File: src/rtl/if_stage_ctrl.sv
// Fetch stage controller: owns the PC, the IF/ID pipeline register and a
// BOOT/RUN/SQUASH redirect FSM driven by the hazard unit's stall/flush commands.
module if_stage_ctrl #(
    parameter int unsigned              DATA_WIDTH = 16,
    parameter int unsigned              ADDR_WIDTH = 16,
    parameter int unsigned              PC_INC     = 1,
    parameter logic [ADDR_WIDTH-1:0]    RESET_PC   = '0,
    parameter logic [DATA_WIDTH-1:0]    NOP_INSTR  = '0
) (
    input  logic                  clk,
    input  logic                  rst,
    input  logic                  pcstall,
    input  logic                  IF_IDstall,
    input  logic                  flushIF_ID,
    input  logic                  PCSrc,
    input  logic [ADDR_WIDTH-1:0] branch_target,
    input  logic                  jump,
    input  logic [ADDR_WIDTH-1:0] jump_target,
    output logic                  imem_en,
    output logic [ADDR_WIDTH-1:0] imem_addr,
    input  logic [DATA_WIDTH-1:0] imem_rdata,
    output logic [ADDR_WIDTH-1:0] pcF,
    output logic [DATA_WIDTH-1:0] instrD,
    output logic [ADDR_WIDTH-1:0] pcplus1D,
    output logic                  validD,
    output logic                  squashing,
    output logic [15:0]           squash_cnt
);

    localparam logic [1:0] ST_BOOT   = 2'd0;
    localparam logic [1:0] ST_RUN    = 2'd1;
    localparam logic [1:0] ST_SQUASH = 2'd2;

    logic [1:0]            state_q, state_d;
    logic [ADDR_WIDTH-1:0] pc_q, pc_d;
    logic [ADDR_WIDTH-1:0] pc_inc;
    logic [DATA_WIDTH-1:0] instr_q, instr_d;
    logic [ADDR_WIDTH-1:0] pcp1_q, pcp1_d;
    logic                  valid_q, valid_d;
    logic [15:0]           cnt_q, cnt_d;
    logic                  jump_stalled;
    logic                  flush_req;

    assign pc_inc       = pc_q + ADDR_WIDTH'(PC_INC);
    assign jump_stalled = jump && pcstall;
    // A stalled jump must survive a flush so it can be re-presented later.
    assign flush_req    = PCSrc || (flushIF_ID && !jump_stalled);

    always_comb begin
        state_d = state_q;
        case (state_q)
            ST_BOOT:   state_d = ST_RUN;
            ST_RUN:    if (PCSrc) state_d = ST_SQUASH;
            ST_SQUASH: if (!pcstall && !PCSrc) state_d = ST_RUN;
            default:   state_d = ST_BOOT;
        endcase
    end

    // PC is frozen during BOOT; redirects only take effect once fetching.
    always_comb begin
        pc_d = pc_q;
        if (state_q != ST_BOOT) begin
            if (PCSrc)
                pc_d = branch_target;
            else if (jump && !pcstall)
                pc_d = jump_target;
            else if (!pcstall)
                pc_d = pc_inc;
        end
    end

    // In SQUASH, pcF already points at the redirect target, so an unstalled
    // fetch there is the target instruction and loads as a real one.
    always_comb begin
        instr_d = instr_q;
        pcp1_d  = pcp1_q;
        valid_d = valid_q;
        if (flush_req) begin
            instr_d = NOP_INSTR;
            pcp1_d  = pc_inc;
            valid_d = 1'b0;
        end else if (IF_IDstall || pcstall) begin
            instr_d = instr_q;
            pcp1_d  = pcp1_q;
            valid_d = valid_q;
        end else if (state_q == ST_BOOT) begin
            instr_d = NOP_INSTR;
            pcp1_d  = pc_inc;
            valid_d = 1'b0;
        end else begin
            instr_d = imem_rdata;
            pcp1_d  = pc_inc;
            valid_d = 1'b1;
        end
    end

    always_comb begin
        cnt_d = cnt_q;
        if (state_q == ST_SQUASH && cnt_q != '1)
            cnt_d = cnt_q + 16'd1;
    end

    always_ff @(posedge clk) begin
        if (rst) begin
            state_q <= ST_BOOT;
            pc_q    <= RESET_PC;
            instr_q <= NOP_INSTR;
            pcp1_q  <= '0;
            valid_q <= 1'b0;
            cnt_q   <= '0;
        end else begin
            state_q <= state_d;
            pc_q    <= pc_d;
            instr_q <= instr_d;
            pcp1_q  <= pcp1_d;
            valid_q <= valid_d;
            cnt_q   <= cnt_d;
        end
    end

    assign imem_en    = (state_q != ST_BOOT);
    assign imem_addr  = pc_q;
    assign pcF        = pc_q;
    assign instrD     = instr_q;
    assign pcplus1D   = pcp1_q;
    assign validD     = valid_q;
    assign squashing  = (state_q == ST_SQUASH);
    assign squash_cnt = cnt_q;

endmodule

File: config.mk
export PLATFORM = sky130hd
export DESIGN_NAME = if_stage_ctrl
export DESIGN_NICKNAME = d
export VERILOG_FILES = /design/src/rtl/if_stage_ctrl.sv
export SDC_FILE = /design/constraint.sdc
export NUM_CORES = 1
export LEC_CHECK = 0
export CELL_PAD_IN_SITES_DETAIL_PLACEMENT = 0
export CELL_PAD_IN_SITES_GLOBAL_PLACEMENT = 1
export CORE_UTILIZATION = 31
export DETAILED_ROUTE_END_ITERATION = 12
export GPL_TIMING_DRIVEN = 1
export PLACE_DENSITY = 0.86
export SYNTH_ARGS = -nofsm -noshare
export SYNTH_HDL_FRONTEND = slang
export SYNTH_SLANG_ARGS = --single-unit
File: constraint.sdc
create_clock -name clk -period 2.05 [get_ports clk]
set_input_delay 0.41 -clock clk [delete_from_list [all_inputs] [get_ports clk]]
set_output_delay 0.41 -clock clk [all_outputs]
set_load 0.02 [all_outputs]
---- Yosys cells after proc, flatten, opt, wreduce, memory -nomap -nowiden ----
Cells that the tools add are included.
cells by class
  $add $sub $neg .......................... 2
  multipliers ............................. 0
  div/mod/pow operators ................... 0
  magnitude comparators ................... 0
  eq/ne operators ......................... 7
  shift operators ......................... 0
  muxes and demuxes ....................... 10
  bitwise logic cells ..................... 0
  reductions and logical operators ........ 15
operator list
  kind                     count
  $mux W16                 6
  $add A16 B1 Y16 const B  2
  $ne A16 B16 Y1 const B   1
  $pmux W2 S3              1
  $logic_and A1 B1 Y1      5
  $mux W2                  2
  $ne A2 B2 Y1 const B     2
  $reduce_and A2 Y1        2
  $logic_not A1 Y1         3
  $ne A3 B1 Y1 const B     1
  $eq A2 B1 Y1 const B     1
  $eq A2 B2 Y1 const B     1
  $logic_not A2 Y1         1
  $logic_or A1 B1 Y1       2
  $ne A2 B1 Y1 const B     1
  $reduce_bool A2 Y1       1
  $reduce_or A2 Y1         1
  $mux W1                  1
storage, ports and cells
  bits in registers ....................... 67
  latch bits .............................. 0
  memory bits (writable) .................. 0
  bits in read-only memories .............. 0
  input bits .............................. 55
  output and inout port bits .............. 83
  word-level logic and storage cells ...... 40
  memories kept ........................... 0

---- Longest topological paths before layout ----
  depth in word-level cells ............... 5
  mapped depth ............................ 7
  gate-level depth less buffers ........... 5

---- Worst setup path before layout ----
OpenSTA, ideal clock, no wires.
  kind .................................... register -> register
  start ................................... register pc_q[0], in the netlist imem_addr[0]
  end ..................................... register pc_q[14], in the netlist imem_addr[14]
  setup time .............................. 0.063 ns
  data arrival time ....................... 1.925 ns
  required time ........................... 1.987 ns
  slack ................................... 0.062 ns
  cell stages (with the launch flop) ...... 6
  buffers on the path ..................... 0
  period minus slack after synthesis ...... 1.988 ns
  cell sequence ........................... dfxtp_1 > ha_1 > nand2_1 > or4_4 > or4_1 > nand3_1
on the way
  word-level cells in the longest chain between the ends .. 4
ends and longest elaborated chain
  item                    line  source
  from (decl)             35    logic [ADDR_WIDTH-1:0] pc_q, pc_d;
  from (signal assigned)  113   pc_q <= pc_d;
  $add A16 B1 Y16         44    assign pc_inc = pc_q + ADDR_WIDTH'(PC_INC);
  $mux W16                67    else if (!pcstall)
  $mux W16                65    else if (jump && !pcstall)
  $mux W16                63    if (PCSrc)
No other way between the ends. The select of a mux whose other input is x is not followed.
A chain may end at the register's enable or synchronous reset.

---- Final worst setup path ----
  start ................................... register pc_q[11], in the netlist imem_addr[11]
  end ..................................... output imem_addr[11]
RTL lines
  item       line  source
  to (decl)  20    output logic [ADDR_WIDTH-1:0] imem_addr,
No word-level cell between the ends.

==> flow_metrics.tcl <==
set metrics [dict create \
    gr-usage-met1 0.258 \
    maxSlewHeadroom 0.435 \
    insertion_delay_ns 0.33 \
    vdd_ir_drop_max_mv 0.325 \
    critPathLaunchType "register" \
    clockBufferDepth 2 \
    cts_tree "done" \
    stdcell_count 723 \
    p_clk_frac 0.407 \
    drv_slew 0 \
    grt_pass1_vias 3784 \
    ys_async_sr_fraction 0 \
    min_period_over_period 0.959 \
    worstPathRequired_ns 1.64 \
    period_minus_slack_ns 1.97 \
    placeableCoreArea_mm2 0.0110 \
    synthesis.nets 493 \
    grt_overflow_total 0 \
    synth_top_area_frac 0.376 \
    fin_skew_ns 0.00884 \
    setup_viol 0 \
    numCtsBuffers 9 \
    ys_top_cells_by_area "dfxtp_1 38%, nor2_1 4.4%, o21ai_0 4.3%" \
    hold_viol 0 \
    dpl_cell_area_mm2 0.00520 \
    crit_arrival_ns 1.56 \
    synth_area_mm2 0.00357 \
    crit_type "reg -> out" \
    hold_class "reg -> reg" \
    power_frac_seq 0.377 \
    setup_ws_ns 0.0838 \
    synth_edf_count 0 \
    ctsHtreeMaxLevel 3 \
    drcViolationCount 0 \
    min_path_cells 2 \
    clock-sinks 67 \
    yosysMostFrequentCell "dfxtp_1" \
    internal_power_uw 2720 \
    num_vias 3929 \
    antenna_found_initial 0 \
    switchingPower_uw 1090 \
    yosys.area_share.simple 0.263 \
    final.setup.tns_ns 0 \
    cts_root_buffer "clkbuf_16" \
    top_usage_layer "met2" \
    firstDrtPassIters 5 \
    synth_top_family_by_area "simple AND/OR/NAND/NOR gates" \
    rsz0062_at_grt "no" \
    io_buffers 137 \
    ant_nets 0 \
    use_met3 0.0373 \
    fillers 1041 \
    initial_core_util 0.324 \
    muxShareOfSynthArea 0.0340 \
    synth_area_per_cell_um2 8.19 \
    grt_pass1_wl_um 18700 \
    drive_above_1_share 0.111 \
    crit_path_end_kind "output port" \
    ioPinCount 138 \
    vias_per_cell 5.43 \
    max_freq_mhz 509 \
    ys_warn_count 0 \
    ys_ff_latch 67 \
    place_congestion 0.868 \
    grt_usage 0.203 \
    wirelength_um 11900 \
    syn_inst 436 \
    worst-r2r-cell-count 5 \
    outcome "complete, no violations" \
    cp_max_fo 7 \
    postCtsHoldBufs 0 \
    cellPowerDensity_mw_per_mm2 695 \
    core.rowCount 38 \
    synth_compound_area_frac 0.216 \
    area_delta_synth_final_pct 53.8 \
    fin_area_mm2 0.00549 \
    diodes 0 \
    leakage_uw 0.00194 \
    grt_max_degree 26 \
    dp_hpwl_um 8760 \
    synth_commonest_cells "67 x dfxtp_1, 42 x nor2_1, 31 x o21ai_0, 30 x a21oi_1, 25 x nand2_1" \
    seq_area_frac_synth 0.376 \
    synthAdderAreaFrac 0.00701 \
    wl_per_cell_um 16.4 \
    cap_violations 0 \
    utilization 0.498 \
    dieArea_mm2 0.0119 \
    die_height_um 109 \
    nNetsFinal 635 \
    ys.flop_type "dfxtp_1" \
    grt.met2_usage 0.327 \
    tightest_slew_ns 0.840 \
    p_sw_frac 0.286 \
    dp.cells 707 \
    drt-initial-drc-count 256 \
    synth_top_area_cell "dfxtp_1" \
    synth_xor_area_frac 0.0319 \
    place_worst_setup_slack_ns -0.214 \
    synth.distinct_cells 60 \
    clkTransAtPathRegs_ns 0.06 \
    die_x_um 109 \
    comb_power_share 0.216 \
]
[per-layer routing]
layer  routed length, um  vias up  part of all wire
li1                    -     1896                 -
met1                5310     1852              0.45
met2                5550      155              0.47
met3                 669       26             0.056
met4                 348        0             0.029
met5                   0        -                 0
[cell families (layout without fill, tap and decap cells)]
logic type / count (synthesis) / in the layout
adder cells (fa/ha/maj): 2 / 2
multiplexers: 12 / 12
XOR/XNOR: 13 / 13
AND/OR/NAND/NOR: 171 / 171
flip-flops: 67 / 67
buffers and inverters: 51 / 198
AO/OA/AOI/OAI: 120 / 120
[cells in the final DEF, fill, tap and decap left out, types with 7 or more instances in the layout]
master           synthesis  final
clkdlybuf4s50_1          0    135
dfxtp_1                 67     67
nor2_1                  42     42
buf_4                   16     37
o21ai_0                 31     31
a21oi_1                 30     29
nand2_1                 25     25
a22oi_1                 20     20
nand4_1                 17     17
nand3_1                 13     13
mux2i_1                 11     11
nor3_1                  11     11
or3_1                   10     10
nor2b_1                  9      9
nand2b_1                 9      9
clkbuf_16                0      9
a31oi_1                  7      7
xnor2_1                  7      7
[power groups by stage]
stage	clock [uW]	combinational [uW]	sequential, uW
after floorplan	0	341	1530
after global placement	0	815	1460
after detailed placement	0	821	1460
after CTS	1580	824	1430
after global routing	1640	878	1450
final	1550	824	1440
[worst max-delay path, stage by stage (launching register included)]
cell and delay (ns):
dfxtp_1 0.45, buf_4 0.18, clkdlybuf4s50_1 0.60
[final timing paths]
check / start / end / slack (ns)
max reg2reg: state_q[0] / imem_addr[9] / 0.23
min: validD / validD / 0.49
min reg2reg: validD / validD / 0.49
max: imem_addr[11] / imem_addr[11] / 0.08
[area by class of cell]
cell class                 count  area, um^2  area share
multi-input combinational    318        1970       0.359
tap                          140         175      0.0319
sequential                    67        1340       0.244
timing repair buffer         176        1690       0.307
clock inverter                 6        65.1      0.0118
clock buffer                  10         229      0.0417
inverter                       6        22.5     0.00410
[flip-flops by register name (all words and copies together), names as in the netlist]
signal and cells:
squash_cnt 16, pcplus1D 16, instrD 16, imem_addr 16, validD 1, state_q 2
[per-stage QoR]
| stage | power [uW] | hold slack, ns |
|---|---|---|
| floorplan | 1870 | 0.519 |
| global placement | 2280 | 0.469 |
| detailed placement | 2280 | 0.483 |
| CTS | 3840 | 0.495 |
| global route | 3970 | 0.519 |
| finish | 3810 | 0.486 |
[repair_timing]
item                                    4_1_cts  5_1_grt
gates resized for setup                       2        0
buffers inserted                              0        0
endpoints found under the setup margin        2        0
Note: power is estimated with default switching activity, not from simulation.
==> variant 1, RTL diff (same flow settings) <==
Reset style: asynchronous (`rst`), changed in one clocked block.
--- a/src/rtl/if_stage_ctrl.sv
+++ b/src/rtl/if_stage_ctrl.sv
@@ -101,5 +101,5 @@
     end
 
-    always_ff @(posedge clk) begin
+    always_ff @(posedge clk or posedge rst) begin
         if (rst) begin
             state_q <= ST_BOOT;
Function: differs if rst is asserted again (counterexample within 4 cycles, from zero or initial values and one cycle with rst high); with rst held inactive, the same outputs for 10 cycles.
==> variant 1 against the original RTL <==
- wire length shrank 11%
- setup slack got worse by 0.028 ns
- highest routed layer unchanged
- synthesized area decreased by 0.14%
- sequential cell count did not move
- cell area down 1.1%
- critical path depth shrank 1
- critical path type unchanged
- worst hold slack got worse by 0.0050 ns
Power is not compared: it rests on default switching activity, and its combinational part moved more than twofold at a synthesized area within 25%.
==> variant 1: results (changes against the original RTL) <==
metric,value,unit,change
finClkSkew,0.00994,ns,+0.00110 ns
io_buffers,137,,unchanged
synthTopCellsByCount,"dfrtp_1 (67), nand2_1 (30), nor2_1 (25)",,
grt_max_degree,68,,+160%
gp_congestion,0.860,,-0.92%
first_global_vias,3327,,-12%
drt_iter0_drc,215,,-16%
dp_hpwl,7690,um,-12%
synth_cell_type_count,59,,-1.7%
hold_class,flip-flop to flip-flop,,
synth_area_leaders,"dfrtp_1 (47%), a22o_1 (4.2%), xor2_1 (3.4%), buf_4 (3.4%), nand2_1 (3.2%)",,
crit_fanout,9,,+2
fin_nets,550,,-13%
max_stage_delay,0.68,ns,+0.08 ns
dpl_worst_slack,-0.0159,ns,+0.199 ns
outcome,"complete, no violations",,
synth-seq-area-share,0.470,,+0.0946
avgRoutedWirePerCell,16.6,um,+1.1%
critical_path_arrival,1.58,ns,+0.02 ns
fill_cells,1034,,-0.67%
cts-htree-levels,3,,unchanged
post_cts_resized,1,,-1
drive_above_1_share,0.108,,-0.00306
grtUsageTotal,0.188,,-0.0154
first_pass_iters,4,,-1
grt_pass1_wl,17100,um,-8.6%
tightestPinTransition,0.476,ns,-0.364 ns
synthesis.nets,414,,-16%
ys_async_sr_fraction,1.00,,+1.00
## variant 1: layout make-up
class	instances	area share
clock buffer	11	0.0447
clock inverter	5	0.0115
inverter	7	0.00553
multi-input combinational	250	0.306
sequential	67	0.309
tap	140	0.0323
timing repair buffer	158	0.291
## variant 1: final timing paths
path,start,endpoint,slack [ns],cells past startpoint
hold reg to reg,validD,validD,0.48,1
hold / removal,validD,validD,0.48,1
max in group asynchronous,rst,imem_addr[8],1.18,3
min in group asynchronous,rst,squash_cnt[12],0.54,3
setup reg to reg,imem_addr[1],pcplus1D[14],0.24,5
setup / recovery,imem_addr[3],imem_addr[3],0.06,1
## variant 1: metal layers
metal	track usage	wire length (um)	part of all wire
met5	0	0	0
met4	0.0676	151	0.014
met3	0.0389	596	0.056
met2	0.299	5120	0.48
met1	0.250	4730	0.45
## variant 1: per-stage QoR
step | instance area [um2] | utilization | cells | TNS [ns]
after floorplan | 3570 | - | 357 | 0
after global placement | 5120 | 0.464 | 622 | -0.00712
after detailed placement | 5120 | 0.464 | 622 | -0.0249
after CTS | 5430 | 0.492 | 638 | 0
after global routing | 5430 | 0.492 | 638 | 0
final | 5430 | 0.492 | 638 | 0
## variant 1: power by group
group	switching [uW]	internal [uW]	leakage [uW]
logic	1550	1520	0.00127
clock network	629	980	0.000142
registers	565	1710	0.000849
total	2740	4200	0.00226
## variant 1: kinds of logic after synthesis
group	after synthesis	synth area share
mux	6	0.0190
fa+ha+maj	2	0.00702
simple gates	130	0.208
compound gates	89	0.176
buf+inv	40	0.0639
flops	67	0.470
xor+xnor	23	0.0565
==> variant 2, RTL diff (same settings) <==
Made on the original files. `DATA_WIDTH`: 16 -> 18.
--- a/src/rtl/if_stage_ctrl.sv
+++ b/src/rtl/if_stage_ctrl.sv
@@ -2,5 +2,5 @@
 // BOOT/RUN/SQUASH redirect FSM driven by the hazard unit's stall/flush commands.
 module if_stage_ctrl #(
-    parameter int unsigned              DATA_WIDTH = 16,
+    parameter int unsigned              DATA_WIDTH = 18,
     parameter int unsigned              ADDR_WIDTH = 16,
     parameter int unsigned              PC_INC     = 1,
Interface: changed (resized imem_rdata and instrD); port bits go from 138 to 142. No check against the original RTL was run, so the function may have changed too.
==> variant 2 against the original RTL <==
- cell area grew 2.8%
- setup slack lost 0.038 ns
- combinational power grew 4.2%
- sequential share of layout area is essentially flat
- via count is essentially flat
- global-route usage shrank 1.4 points
- non-clock buffer count grew 4
- wire length shrank 1.5%
- utilization shrank 0.55 points
- total power grew 3.8%
- final cell count grew 1.2%
- sequential cell count grew 2
- synthesized area grew 2.5%
- clock skew is essentially flat
- largest cell class unchanged
- largest power group unchanged
==> variant 2: results (changes against the original RTL) <==
metric,value,unit,change
grtUsageTotal,0.189,,-0.0135
fin_nets,643,,+1.3%
outcome,"complete, no violations",,
synthTopCellsByCount,"dfxtp_1 (69), nor2_1 (45), a21oi_1 (29)",,
max_stage_delay,0.69,ns,+0.09 ns
clockRootBuffer,clkbuf_16,,
finClkSkew,0.00837,ns,-0.000464 ns
grt_max_degree,39,,+50%
synthXorXnorAreaFrac,0.0287,,-0.00318
crit_fanout,11,,+4
clkLatencyLatePin,0.33,ns,about the same
wl,11700,um,-1.5%
synth_cell_type_count,65,,+8.3%
finalMaxSlewViolations,0,,unchanged
synth_area_leaders,"dfxtp_1 (38%), nor2_1 (4.6%), a21oi_1 (4.0%), a22oi_1 (3.7%), o21ai_0 (3.4%)",,
dpl_worst_slack,-0.102,ns,+0.112 ns
dp_hpwl,8740,um,-0.27%
cp_top_family,buffers and inverters,,
vdd.ir_drop.worst,511,uV,+57%
via_per_inst,5.36,,-1.3%
slowest_stage,clkdlybuf4s50_1,,
synth-seq-area-share,0.377,,+0.00169
tightestPinTransition,0.569,ns,-0.272 ns
synth_adder_area_share,0.00684,,-0.000173
n_antenna_cell,0,,unchanged
cts_max_path_buffers,2,,unchanged
place_area,0.00533,mm2,+2.6%
hold_class,flip-flop to flip-flop,,
avgRoutedWirePerCell,16.0,um,-2.7%
grt_pass1_wl,18800,um,+0.63%
synthesis.nets,498,,+1.0%
synth_flop_cell,dfxtp_1,,
gp_congestion,0.847,,-2.4%
largest_register_ffs,18,,
p_leak,0.00203,uW,+4.6%
layout-area-overhead-vs-synth,54.3,%,
synth.mux.area_fraction,0.0308,,-0.00323
first_pass_iters,4,,-1
critical_path_arrival,1.59,ns,+0.03 ns
synthCells,439,,+0.69%
numCtsBuffers,9,,unchanged
synth_compound_area_frac,0.225,,+0.00905
drt_iter0_drc,275,,+7.4%
io_buffers,141,,+2.9%
ys_async_sr_fraction,0,,unchanged
cts.clk_slew.worst_paths,0.06,ns,about the same
cts-htree-levels,3,,unchanged
place_inst,716,,+1.3%
antenna_found_initial,0,,unchanged
yosys_warnings,0,,unchanged
fill_cells,1101,,+5.8%
first_global_vias,3667,,-3.1%
drive_above_1_share,0.115,,+0.00396
variant 2: cell count changes after synthesis, sizes merged, moves of 3 or more:
cell / change
o31ai: +3
or4: -3
nor2: +3
and3: +4
o21ai: -6
or3: -3
a211oi: +5
nand3: -4
or2: +3
nand4: -5
variant 2: power breakdown:
part           leakage [uW]  internal, uW  switching (uW)
clock              0.000141           982             628
combinational       0.00133           443             416
sequential         0.000562          1410            81.5
variant 2: routing by layer:
| layer | global-route usage | vias up | share of wire |
|---|---|---|---|
| met4 | 0.0596 | 0 | 0.018 |
| met5 | 0 | - | 0 |
| met1 | 0.245 | 1850 | 0.44 |
| li1 | - | 1909 | - |
| met2 | 0.313 | 151 | 0.47 |
| met3 | 0.0421 | 17 | 0.073 |
variant 2: final timing paths:
kind	startpoint	endpoint	slack (ns)	cells past startpoint
setup reg to reg	squash_cnt[0]	squash_cnt[8]	0.13	5
hold reg to reg	pcplus1D[1]	pcplus1D[1]	0.46	2
setup / recovery	imem_addr[9]	pcF[9]	0.05	1
hold / removal	pcplus1D[1]	pcplus1D[1]	0.46	2
variant 2: timing repair:
item | CTS | global route
setup buffers | 0 | 0
cloned | 0 | 0
gates resized for setup | 1 | 2
endpoints found under the setup margin | 1 | 2
variant 2: kinds of logic (layout without fill, tap and decap cells):
logic type | count (synthesis) | after routing
flops | 69 | 69
fa+ha+maj | 2 | 2
simple gates | 168 | 168
mux | 11 | 11
buf+inv | 54 | 204
xor+xnor | 12 | 12
compound gates | 123 | 123
variant 2: final cells by class:
type	count	share of cell area
inverters	8	0.00532
clock buffers	10	0.0423
well taps	143	0.0317
repair buffers	180	0.309
multi-input cells	316	0.355
clock inverters	6	0.0124
flip-flops and latches	69	0.245
